**src/rtl/uart_arbitro_tx_pkg.sv**
```systemverilog
// Shared types and register-map constants for the UART transmit arbiter.
package uart_arb_pkg;

  typedef enum logic [2:0] {
    IDLE,
    ESCRIBE_DATO,
    ESCRIBE_CTRL,
    ESPERA_TX,
    ACK,
    LEE_RX,
    LIMPIA_RX
  } estado_e;

  localparam logic REG_CTRL = 1'b0;
  localparam logic REG_DATO = 1'b1;

  localparam int BIT_ENVIAR   = 0;
  localparam int BIT_NUEVO_RX = 1;

  localparam logic [31:0] CTRL_ENVIAR  = 32'h1;
  localparam logic [31:0] CTRL_LIMPIAR = 32'h0;

endpackage

```
**src/rtl/uart_arbitro_tx_rr2.sv**
```systemverilog
// Two-way round-robin grant: a lone request wins outright, a tie goes to the
// requester that was not served last.
module arbitro_rr2 (
  input  logic [1:0] req_i,
  input  logic       ultimo_i,
  output logic       grant_o,
  output logic       valido_o
);

  always_comb begin
    valido_o = |req_i;
    case (req_i)
      2'b01:   grant_o = 1'b0;
      2'b10:   grant_o = 1'b1;
      2'b11:   grant_o = ~ultimo_i;
      default: grant_o = 1'b0;
    endcase
  end

endmodule

```
**src/rtl/uart_arbitro_tx.sv**
```systemverilog
// Sequencer sharing one UART register interface between two byte-transmit
// requesters; received bytes are drained with priority over transmissions.
module uart_arbitro_tx
  import uart_arb_pkg::*;
#(
  parameter int TIMEOUT_CICLOS = 100000
) (
  input  logic        clk_i,
  input  logic        reset_i,
  input  logic [1:0]  req_i,
  input  logic [7:0]  dato0_i,
  input  logic [7:0]  dato1_i,
  output logic [1:0]  ack_o,
  output logic [7:0]  dato_recibido_o,
  output logic        dato_valido_o,
  output logic        ocupado_o,
  output logic        error_o,
  output logic        wr_o,
  output logic        reg_sel_o,
  output logic [31:0] entrada_perif_UART_o,
  input  logic [31:0] salida_perif_UART_i
);

  localparam int CNT_W = (TIMEOUT_CICLOS > 1) ? $clog2(TIMEOUT_CICLOS) : 1;
  localparam logic [CNT_W-1:0] CNT_FIN = CNT_W'(TIMEOUT_CICLOS - 1);

  estado_e           estado_q;
  logic              grant_q;
  logic              ultimo_q;
  logic [CNT_W-1:0]  cnt_q;
  logic [CNT_W-1:0]  cnt_d;
  logic [1:0]        ack_q;
  logic [7:0]        dato_rx_q;
  logic              valido_q;
  logic              error_q;
  logic              wr_q;
  logic              sel_q;
  logic [31:0]       bus_q;

  logic              arb_grant;
  logic              arb_valido;
  logic [7:0]        dato_sel;
  logic              unused_salida;

  arbitro_rr2 u_arb (
    .req_i    (req_i),
    .ultimo_i (ultimo_q),
    .grant_o  (arb_grant),
    .valido_o (arb_valido)
  );

  assign dato_sel      = arb_grant ? dato1_i : dato0_i;
  assign cnt_d         = cnt_q + CNT_W'(1);
  assign unused_salida = ^salida_perif_UART_i[31:8];

  // Peripheral-facing outputs are set on entry to each state so they stay
  // registered and line up exactly with the state they belong to.
  always_ff @(posedge clk_i) begin
    if (reset_i) begin
      estado_q  <= IDLE;
      grant_q   <= 1'b0;
      ultimo_q  <= 1'b1;
      cnt_q     <= '0;
      ack_q     <= '0;
      dato_rx_q <= '0;
      valido_q  <= 1'b0;
      error_q   <= 1'b0;
      wr_q      <= 1'b0;
      sel_q     <= REG_CTRL;
      bus_q     <= '0;
    end else begin
      ack_q    <= '0;
      valido_q <= 1'b0;
      case (estado_q)
        IDLE: begin
          if (salida_perif_UART_i[BIT_NUEVO_RX]) begin
            wr_q     <= 1'b0;
            sel_q    <= REG_DATO;
            estado_q <= LEE_RX;
          end else if (arb_valido) begin
            grant_q  <= arb_grant;
            bus_q    <= {24'h0, dato_sel};
            wr_q     <= 1'b1;
            sel_q    <= REG_DATO;
            estado_q <= ESCRIBE_DATO;
          end
        end
        ESCRIBE_DATO: begin
          bus_q    <= CTRL_ENVIAR;
          wr_q     <= 1'b1;
          sel_q    <= REG_CTRL;
          estado_q <= ESCRIBE_CTRL;
        end
        ESCRIBE_CTRL: begin
          cnt_q    <= '0;
          wr_q     <= 1'b0;
          sel_q    <= REG_CTRL;
          estado_q <= ESPERA_TX;
        end
        ESPERA_TX: begin
          if (!salida_perif_UART_i[BIT_ENVIAR]) begin
            ack_q    <= grant_q ? 2'b10 : 2'b01;
            estado_q <= ACK;
          end else if (cnt_q == CNT_FIN) begin
            error_q  <= 1'b1;
            ack_q    <= grant_q ? 2'b10 : 2'b01;
            estado_q <= ACK;
          end else begin
            cnt_q <= cnt_d;
          end
        end
        ACK: begin
          ultimo_q <= grant_q;
          estado_q <= IDLE;
        end
        LEE_RX: begin
          dato_rx_q <= salida_perif_UART_i[7:0];
          valido_q  <= 1'b1;
          bus_q     <= CTRL_LIMPIAR;
          wr_q      <= 1'b1;
          sel_q     <= REG_CTRL;
          estado_q  <= LIMPIA_RX;
        end
        LIMPIA_RX: begin
          wr_q     <= 1'b0;
          sel_q    <= REG_CTRL;
          estado_q <= IDLE;
        end
        default: estado_q <= IDLE;
      endcase
    end
  end

  assign ack_o                = ack_q;
  assign dato_recibido_o      = dato_rx_q;
  assign dato_valido_o        = valido_q;
  assign ocupado_o            = (estado_q != IDLE);
  assign error_o              = error_q;
  assign wr_o                 = wr_q;
  assign reg_sel_o            = sel_q;
  assign entrada_perif_UART_o = bus_q;

endmodule

```
**config.mk**
```make
export PLATFORM = sky130hd
export DESIGN_NAME = uart_arbitro_tx
export DESIGN_NICKNAME = d
export VERILOG_FILES = /design/src/rtl/uart_arbitro_tx_pkg.sv /design/src/rtl/uart_arbitro_tx_rr2.sv /design/src/rtl/uart_arbitro_tx.sv
export SDC_FILE = /design/constraint.sdc
export NUM_CORES = 1
export LEC_CHECK = 0
export ABC_CLOCK_PERIOD_IN_PS = 2300
export CAP_MARGIN = 30
export CORE_UTILIZATION = 25
export DETAILED_ROUTE_END_ITERATION = 10
export PLACE_DENSITY_LB_ADDON = 0.12
export SLEW_MARGIN = 20
export SYNTH_ARGS = -nofsm -noshare
export SYNTH_HDL_FRONTEND = slang
export SYNTH_SLANG_ARGS = --single-unit
```
**constraint.sdc**
```tcl
create_clock -name clk_i -period 2.3 [get_ports clk_i]
set_clock_uncertainty 0.1 [all_clocks]
set_input_delay 0.69 -clock clk_i [delete_from_list [all_inputs] [get_ports clk_i]]
set_output_delay 0.69 -clock clk_i [all_outputs]
set_load 0.005 [all_outputs]
```
==> impl_metrics.json <==
{
  "final_antenna_net_count": 0,
  "wl_um": 5990,
  "topRoutingLayerUsed": "met4",
  "synth_area_leaders": "dfxtp_1 38%, buf_4 7.9%, nor2_1 6.6%",
  "dr_wl_met3_um": 234,
  "die_x_um": 97.7,
  "synth.avg_cell_area_um2": 7.95,
  "violations": "DRC",
  "synth-edff-count": 0,
  "ff_latch_area_um2": 881,
  "hold_viol": 0,
  "ys_seq_elements": 44,
  "multiInputGateArea_um2": 1200,
  "drive_above_1_share_pct": 12.1,
  "crit_path_top_delay_cell": "clkdlybuf4s50_1",
  "num_rows": 34,
  "grtUsageTotal_pct": 13.2,
  "netlist_instances": 288,
  "slowest_delay_ps": 510,
  "design_area_um2": 3060,
  "netlist_area_um2": 2290,
  "core_area_um2": 8810,
  "post_cts_buffers": 0,
  "cts_made_buffers": 5,
  "drc": 12,
  "synth_ff_type": "dfxtp_1",
  "synth_xor_xnor_area_share_pct": 0,
  "io_buffers": 50,
  "die_h_um": 97.7,
  "synth_top_area_share_pct": 38.5,
  "cts_htree_levels": 2,
  "synthMuxAreaShare_pct": 5.08,
  "critical_path_class": "in2reg",
  "path_cells": "clkdlybuf4s50_1 -> a21boi_1 -> mux2_2 -> mux2_4 -> a21oi_2 -> nor2_1",
  "diodes": 0,
  "final_core_util_pct": 34.8,
  "clk_path_buf_depth": 2,
  "r2r_cells": 6,
  "min_path_type": "reg2reg",
  "clkSinkCount": 44,
  "antenna_found_initial": 0,
  "async_flop_share_pct": 0,
  "dr_wl_met2_um": 2660,
  "fillCellCount": 966,
  "ir_drop_uv": 235,
  "crit_path_end_kind": "flop",
  "setup_viol": 0,
  "yosys_warnings": 0,
  "start_util_pct": 26.0,
  "clkLatencyLatePin_ps": 310,
  "start_kind": "input pin",
  "synth_compound_area_share_pct": 17.8,
  "cp.arrival_ps": 2230,
  "via_per_inst": 4.67,
  "cts.clk_slew.worst_paths_ps": 100,
  "dpl_cell_area_um2": 2940,
  "cp_data_required_time_ps": 2400,
  "io_pins": 99,
  "outcome": "finished with violations",
  "grt_first_pass_wirelength_um": 10300,
  "gp_congestion": 0.795,
  "synth_cell_types": 47,
  "cts_resized": 0,
  "routedWlPerCell_um": 13.0,
  "synth_top_family_by_area": "simple AND/OR/NAND/NOR gates",
  "dr.first_iter.drc_count": 111,
  "cts_tree": "yes",
  "dp.final_hpwl_um": 4440,
  "worstMarginPinSlew_ps": 577,
  "cts_root_buffer": "clkbuf_8",
  "cp_max_fo": 3,
  "dr.pass1.iters": 9,
  "fin_crit_sh_pct": 92.5,
  "syn_to_final_growth_pct": 33.7,
  "maxCapViolations": 0,
  "synthSimpleGateAreaFrac_pct": 25.2,
  "relSlewSlack_pct": 61.4,
  "seq_area_frac_synth_pct": 38.5,
  "grt_overflow": 0,
  "max_freq_mhz": 470,
  "synth_fa_ha_area_share_pct": 0.546,
  "worstHoldPathCells": 2,
  "p_per_area_nw_per_um2": 593,
  "slew_violations": 0,
  "nets": 406,
  "period_needed_ps": 2130,
  "dieArea_um2": 9550,
  "grt_pass1_vias": 2037,
  "wl_met1_um": 3020,
  "vias": 2159,
  "cts.hold.buffers_added": 0,
  "rsz0062_at_grt": "false",
  "cellLeakagePower_nw": 1.22,
  "synth.largest_area_cell": "dfxtp_1",
  "grt_max_degree": 26
}
-- per-stage QoR --
step	worst slack, ps	instances	power (mW)	hold slack (ps)	setup TNS, ps
after detailed placement	-167	454	1.21	371	-847
final	172	462	1.82	375	0
after global placement	-162	454	1.21	374	-975
after CTS	24.4	462	1.84	384	0
after floorplan	207	311	1.07	342	0
after global routing	19.8	462	1.92	419	0
-- layout make-up --
type                    instances  share of cell area [%]
clock buffers                   5                    2.25
flip-flops and latches         44                    28.8
clock inverters                 3                    1.55
multi-input cells             219                    39.4
well taps                     108                    4.41
repair buffers                 76                    22.8
inverters                       7                   0.858
-- final timing paths --
path             start                      end  slack (ps)
max           req_i[1]  entrada_perif_UART_o[0]         170
max reg2reg   cnt_q[9]                 cnt_q[3]         230
min reg2reg  reg_sel_o                reg_sel_o         370
min          reg_sel_o                reg_sel_o         370
-- cells in the final DEF (no fill, tap or decap), types with 2 or more instances in the layout --
| cell | synthesis | layout |
|---|---|---|
| a21oi_1 | 22 | 22 |
| o21ai_0 | 12 | 12 |
| clkdlybuf4s50_1 | 0 | 49 |
| nand4_1 | 6 | 6 |
| and3_1 | 3 | 3 |
| or3_1 | 4 | 4 |
| mux2i_1 | 9 | 9 |
| a31oi_1 | 13 | 13 |
| buf_4 | 24 | 26 |
| a41oi_1 | 4 | 4 |
| nand3_1 | 11 | 11 |
| and4b_1 | 2 | 2 |
| o32a_1 | 2 | 2 |
| a21boi_1 | 2 | 2 |
| nor4_1 | 2 | 2 |
| nor3_1 | 6 | 6 |
| nand2b_1 | 4 | 4 |
| nor2_1 | 40 | 40 |
| clkbuf_8 | 0 | 5 |
| clkinv_4 | 0 | 2 |
| nand2_1 | 29 | 29 |
| or2_2 | 2 | 2 |
| nor2b_1 | 2 | 2 |
| inv_1 | 7 | 7 |
| conb_1 | 1 | 24 |
| dfxtp_1 | 44 | 44 |
-- synthesized netlist by cell type, types with 2 or more instances --
cell type  number
a21boi_1        2
a21oi_1        22
a31oi_1        13
a41oi_1         4
and3_1          3
and4b_1         2
buf_2           4
buf_4          24
buf_6           2
clkbuf_1       10
dfxtp_1        44
inv_1           7
mux2i_1         9
nand2_1        29
nand2b_1        4
nand3_1        11
nand4_1         6
nor2_1         40
nor2b_1         2
nor3_1          6
nor4_1          2
o21ai_0        12
o32a_1          2
or2_2           2
or3_1           4
-- where the power goes --
part | leakage [nW] | internal [mW] | total [mW] | switching (mW)
registers | 0.357 | 0.795 | 0.814 | 0.0187
clock network | 0.0583 | 0.328 | 0.625 | 0.298
logic | 0.801 | 0.193 | 0.376 | 0.184
-- kinds of logic (layout without fill, tap and decap cells) --
kind of cell	after synthesis	count (layout)
compound gates	65	65
flops	44	44
simple gates	118	118
fa+ha+maj	1	1
other cells	1	24
buf+inv	48	91
mux	11	11
-- routing by layer --
layer / vias to the layer above / GRT usage, %
li1: 1096 / -
met3: 6 / 2.52
met2: 60 / 20.7
met5: - / 0
met4: 0 / 4.20
met1: 997 / 18.4
-- sequential cells by signal (all words and copies together), names as in the netlist --
signal and count:
cnt_q 17, dato_recibido_o 8, entrada_perif_UART_o 8, estado_q 3, ack_o 2, dato_valido_o 1
error_o 1, grant_q 1, reg_sel_o 1, ultimo_q 1, wr_o 1
-- worst max-delay path, delay by kind of cell --
| kind | cells | cell delay (ps) |
|---|---|---|
| AOI/OAI and AO/OA | 2 | 360 |
| muxes | 2 | 620 |
| buffers and inverters | 1 | 510 |
| and+or+nand+nor | 1 | 40 |
Power figures use the tool's default switching activity.
==> variant 1 (config.mk and constraints unchanged) <==
`TIMEOUT_CICLOS`: 100000 -> 50000.
--- a/src/rtl/uart_arbitro_tx.sv
+++ b/src/rtl/uart_arbitro_tx.sv
@@ -3,7 +3,7 @@
 module uart_arbitro_tx
   import uart_arb_pkg::*;
 #(
-  parameter int TIMEOUT_CICLOS = 100000
+  parameter int TIMEOUT_CICLOS = 50000
 ) (
   input  logic        clk_i,
   input  logic        reset_i,
Function: no difference found for any inputs over 10 cycles, from zero or initial values and one cycle with reset_i high; that may be too few to reach the edited logic, so the function may still have changed.
==> variant 1 against the unedited design <==
The run still ends with DRC left. Critical path depth shrank 1. Synthesized cell count shrank 11%. Largest power group unchanged. Combinational power grew 5%. Power grew 4.7%. Synthesized area is essentially flat. Sequential cell count shrank 1. Cell area shrank 1.6%. Cell count shrank 7.6%. Via count shrank 14%. Wire length shrank 14%. Critical endpoint is now cnt_q[3]. Worst hold slack lost 0.017 ns. Non-clock buffer count shrank 5. Setup slack lost 0.079 ns.
==> variant 1: results (changes against the unedited design) <==
Hold path depth: 2 (unchanged)
Failing checks: DRC
WHS Endpoint: dato_recibido_o[5]
Vias in the first global route: 1727 (-15%)
CTS Buffer Depth: 2 (unchanged)
Port bufs: 50 (unchanged)
Placed cells: 419 (-7.7%)
Routed WL: 5.142 mm (-14%)
R2R depth: 5 (-1)
Async SR Flop Fraction: 0% (unchanged)
CTS clk-pin slew, worst paths: 0.08 ns (-0.02 ns)
Post-synthesis cell count: 256 (-11%)
Peak supply drop: 0.3040 mV (+30%)
First-pass GRT wire length: 8.480 mm (-17%)
Leakage: 1.128 nW (-7.2%)
Worst-Margin Slew: 0.6264 ns (+0.04980 ns)
DR vias/cell: 4.363 (-6.6%)
Hold crit path type: flop to flop
Min-delay src: dato_recibido_o[5]
Post-CTS setup buffer count: 0 (unchanged)
DP HPWL: 3.810 mm (-14%)
Largest register FFs: 16 (-1)
Num CTS Buffers: 5 (unchanged)
Post-synth top cells: dfxtp_1 (43), buf_4 (26), nor2_1 (25)
Number of fill cells: 919 (-4.9%)
Slew Viols, Final: 0 (unchanged)
R2R Setup Slk: 0.22 ns
Crit path DAT: 2.34 ns (+0.11 ns)
Routed length per instance: 12.04 um (-7.2%)
Biggest register: cnt_q
DRC: 6 (-6)
Routability-driven placement congestion ratio: 0.7520 (-5.4%)
Drt initial violations: 60 (-46%)
Distinct cell type count after synthesis: 54 (+15%)
R2r endpoint: estado_q[0]
Worst-Skew Late Latency: 0.29 ns (-0.02 ns)
Status: complete, but fails checks
N_diodes: 0 (unchanged)
Post-CTS resize count: 2 (+2)
GR Util All Layers: 11.00% (-2.2 points)
CP Max Fanout: 7 (+4)
Initial antenna violation count: 0 (unchanged)
Layout cells sized above 1: 16.93% (+4.8 points)
CTS root buffer: clkbuf_8
CTS H-tree lvls: 2 (unchanged)
Pre-Repair DR Iteration Count: 7 (-2)
Final hold slack: 0.3576 ns (-0.01715 ns)
NumNets Final: 371 (-8.6%)
Worst r2r src: cnt_q[6]
Synth area leaders: dfxtp_1 (38%), buf_4 (8.5%), mux2i_1 (5.7%)
Largest net degree at the start of global routing: 21 (-19%)
Seq/Total Area, Yosys: 37.62% (-0.85 points)
Synthesis Warnings: 0 (unchanged)
## variant 1: changes by cell type after synthesis, sizes merged, moves of 5 or more
cell and change:
a21oi -9, a31oi -13, mux2 +5, nand2 -8, nand3 +5, nor2 -15
xnor2 +5
## variant 1: report_power, final
group / internal (mW) / switching (mW) / total [mW]
registers: 0.784 / 0.0204 / 0.804
logic: 0.212 / 0.182 / 0.394
clock network: 0.434 / 0.269 / 0.704
## variant 1: area by class of cell
class / count / area share [%]
inverter: 6 / 0.7478
clock buffer: 6 / 2.410
clock inverter: 2 / 1.994
timing repair buffer: 71 / 21.81
multi-input combinational: 191 / 39.97
tap: 108 / 4.487
sequential: 43 / 28.58
## variant 1: worst max path at each step
stage / start / end / slack, ns / depth (start not counted)
after detailed placement: salida_perif_UART_i[0] / cnt_q[3] / -0.23 / 5
after CTS: salida_perif_UART_i[0] / cnt_q[3] / 0.07 / 5
after floorplan: estado_q[2] / entrada_perif_UART_o[1] / 0.43 / 7
after global routing: salida_perif_UART_i[0] / cnt_q[3] / 0.04 / 5
final: salida_perif_UART_i[0] / cnt_q[3] / 0.09 / 5
after global placement: salida_perif_UART_i[0] / cnt_q[3] / -0.22 / 5
## variant 1: stage by stage
step | worst slack [ns] | setup TNS, ns | cell area, sq um
final | 0.09276 | 0 | 3012
after global routing | 0.03564 | 0 | 3012
after CTS | 0.07338 | 0 | 3012
after detailed placement | -0.2287 | -1.691 | 2875
after global placement | -0.2151 | -1.454 | 2875
after floorplan | 0.4273 | 0 | 2375
## variant 1: critical path: stages
cell,delay [ns]
clkdlybuf4s50_1,0.59
and4b_2,0.31
o41ai_4,0.13
or3_2,0.48
a21oi_2,0.13
## variant 1: cell families (layout without fill, tap and decap cells)
| kind of cell | after synthesis | after routing | synth area share (%) |
|---|---|---|---|
| other | 1 | 24 | 0.1639 |
| XOR/XNOR | 5 | 5 | 1.914 |
| buffers and inverters | 45 | 85 | 13.78 |
| flip-flops | 43 | 43 | 37.62 |
| multiplexers | 20 | 20 | 9.131 |
| adder cells (fa/ha/maj) | 1 | 1 | 0.5467 |
| AO/OA/AOI/OAI | 36 | 36 | 11.48 |
| AND/OR/NAND/NOR | 105 | 105 | 25.37 |
## variant 1: metal layers
layer	vias up	track usage, %	routed length [um]
li1	964	-	-
met1	853	13.91	2415
met2	41	18.06	2426
met3	5	3.237	258
met4	0	3.147	43
met5	-	0	0
==> variant 2 (same settings) <==
Without the edit above. Encoding of `estado_e`: now Gray code (3 bits for 7 values).
--- a/src/rtl/uart_arbitro_tx_pkg.sv
+++ b/src/rtl/uart_arbitro_tx_pkg.sv
@@ -2,13 +2,13 @@
 package uart_arb_pkg;
 
   typedef enum logic [2:0] {
-    IDLE,
-    ESCRIBE_DATO,
-    ESCRIBE_CTRL,
-    ESPERA_TX,
-    ACK,
-    LEE_RX,
-    LIMPIA_RX
+    IDLE         = 3'b000,
+    ESCRIBE_DATO = 3'b001,
+    ESCRIBE_CTRL = 3'b011,
+    ESPERA_TX    = 3'b010,
+    ACK          = 3'b110,
+    LEE_RX       = 3'b111,
+    LIMPIA_RX    = 3'b101
   } estado_e;
 
   localparam logic REG_CTRL = 1'b0;
Behaviour: same outputs for any inputs over 10 cycles, from zero or initial values and one cycle with reset_i high; not proved beyond that.
==> variant 2 against the unedited design <==
Highest routed layer unchanged. Cell area decreased by 0.65%. Power shrank 7.3%. Wire length rose by 4.0%. Combinational power fell by 2%. Setup slack worse by 0.089 ns. Die area grew 1.1%. Sequential cell count unchanged. Via count rose by 2.1%. Synthesized area increased by 1.1%.
==> variant 2: results (changes against the unedited design) <==
GR met1 Demand/Resource: 18.27% (-0.089 points)
Synth area leaders: dfxtp_1 (38%), nand2_1 (10%), buf_4 (8.1%)
P_clk: 501 uW (-20%)
Leakage: 1.112 nW (-8.6%)
Final hold slack: 0.3633 ns (-0.01151 ns)
CTS clk-pin slew, worst paths: 0.08 ns (-0.02 ns)
Clock Network Area Fraction: 2.962% (-0.84 points)
Status: complete, no violations
Met2 WL: 2.602 mm (-2.3%)
Flop pwr share: 48.2% (+3.4 points)
Synthesis Warnings: 0 (unchanged)
WHS Endpoint: dato_recibido_o[0]
Multi-input comb cells: 241 (+10%)
Switch share: 27.11% (-0.44 points)
Vias in the first global route: 2039 (+0.098%)
NumNets Final: 419 (+3.2%)
P_int: 1.226 mW (-6.8%)
Seq/Total Area, Yosys: 38.05% (-0.42 points)
Largest net degree at the start of global routing: 21 (-19%)
Layout cells sized above 1: 10.63% (-1.5 points)
Crit path DAT: 1.43 ns (-0.80 ns)
Routability-driven placement congestion ratio: 0.7733 (-2.8%)
CTS root buffer: clkbuf_8
Slew Viols, Final: 0 (unchanged)
R2r endpoint: cnt_q[10]
Pre-CTS WS: -0.02216 ns (+0.1446 ns)
Wire length on met3: 396 um (+69%)
Min-delay src: dato_recibido_o[0]
Drt initial violations: 91 (-18%)
Routed length per instance: 13.12 um (+1.1%)
Worst r2r src: cnt_q[0]
Worst-Skew Late Latency: 0.29 ns (-0.02 ns)
DP HPWL: 4.559 mm (+2.6%)
Post-synthesis cell count: 303 (+5.2%)
Number of fill cells: 952 (-1.4%)
Pre-Repair DR Iteration Count: 6 (-3)
Logic inverters: 3 (-4)
Non-Clock Buffer Area Fraction: 21.64% (-1.2 points)
First-pass GRT wire length: 10.43 mm (+1.5%)
Met2 usage: 19.93% (-0.80 points)
Slew HR: 51.05% (-10 points)
Multi-input logic area: 1266 sq um (+5.1%)
CP Max Fanout: 4 (+1)
Placed cell area: 2947 sq um (+0.13%)
Non-Filler Instances: 475 (+2.8%)
Non-clk bufs: 71 (-6.6%)
Top pwr grp: sequential cells
Clkbuf count: 8 (+3)
Post-synth top cells: nand2_1 (62), dfxtp_1 (44), a21oi_1 (31)
Placed cells: 467 (+2.9%)
Sequential share of cell area: 28.96% (+0.19 points)
Distinct cell type count after synthesis: 50 (+6.4%)
GRT met3 Usage: 4.438% (+1.9 points)
Peak supply drop: 0.2040 mV (-13%)
Util after Layout: 34.38% (-0.39 points)
DR vias/cell: 4.642 (-0.66%)
variant 2: repair_timing:
item                       CTS  global route
pin swaps                    0             1
setup endpoints to repair    1             1
resized for setup            1             1
cloned                       0             0
variant 2: cells by family after synthesis:
group	count (synthesis)	synth area share, %
and+or+nand+nor	145	31.40
AOI/OAI and AO/OA	70	18.22
DFF	44	38.05
buffers and inverters	41	11.19
muxes	1	0.4324
adders and majority gates	1	0.5405
other	1	0.1620
variant 2: worst max-delay path by stage:
stage          depth (start not counted)        start  slack (ns)   endpoint
6_report                               3  estado_q[0]        0.08  ocupado_o
5_1_grt                                3  estado_q[0]        0.02  ocupado_o
4_1_cts                                3  estado_q[1]        0.04  ocupado_o
3_5_place_dp                           5      reset_i       -0.02  cnt_q[10]
3_3_place_gp                           5      reset_i       -0.05  cnt_q[10]
2_1_floorplan                          5      reset_i        0.40   cnt_q[4]
variant 2: critical path, stage by stage, from the launching register on:
cell and delay [ns]:
dfxtp_1 0.32, nor3_2 0.27, inv_2 0.09, clkdlybuf4s50_1 0.46
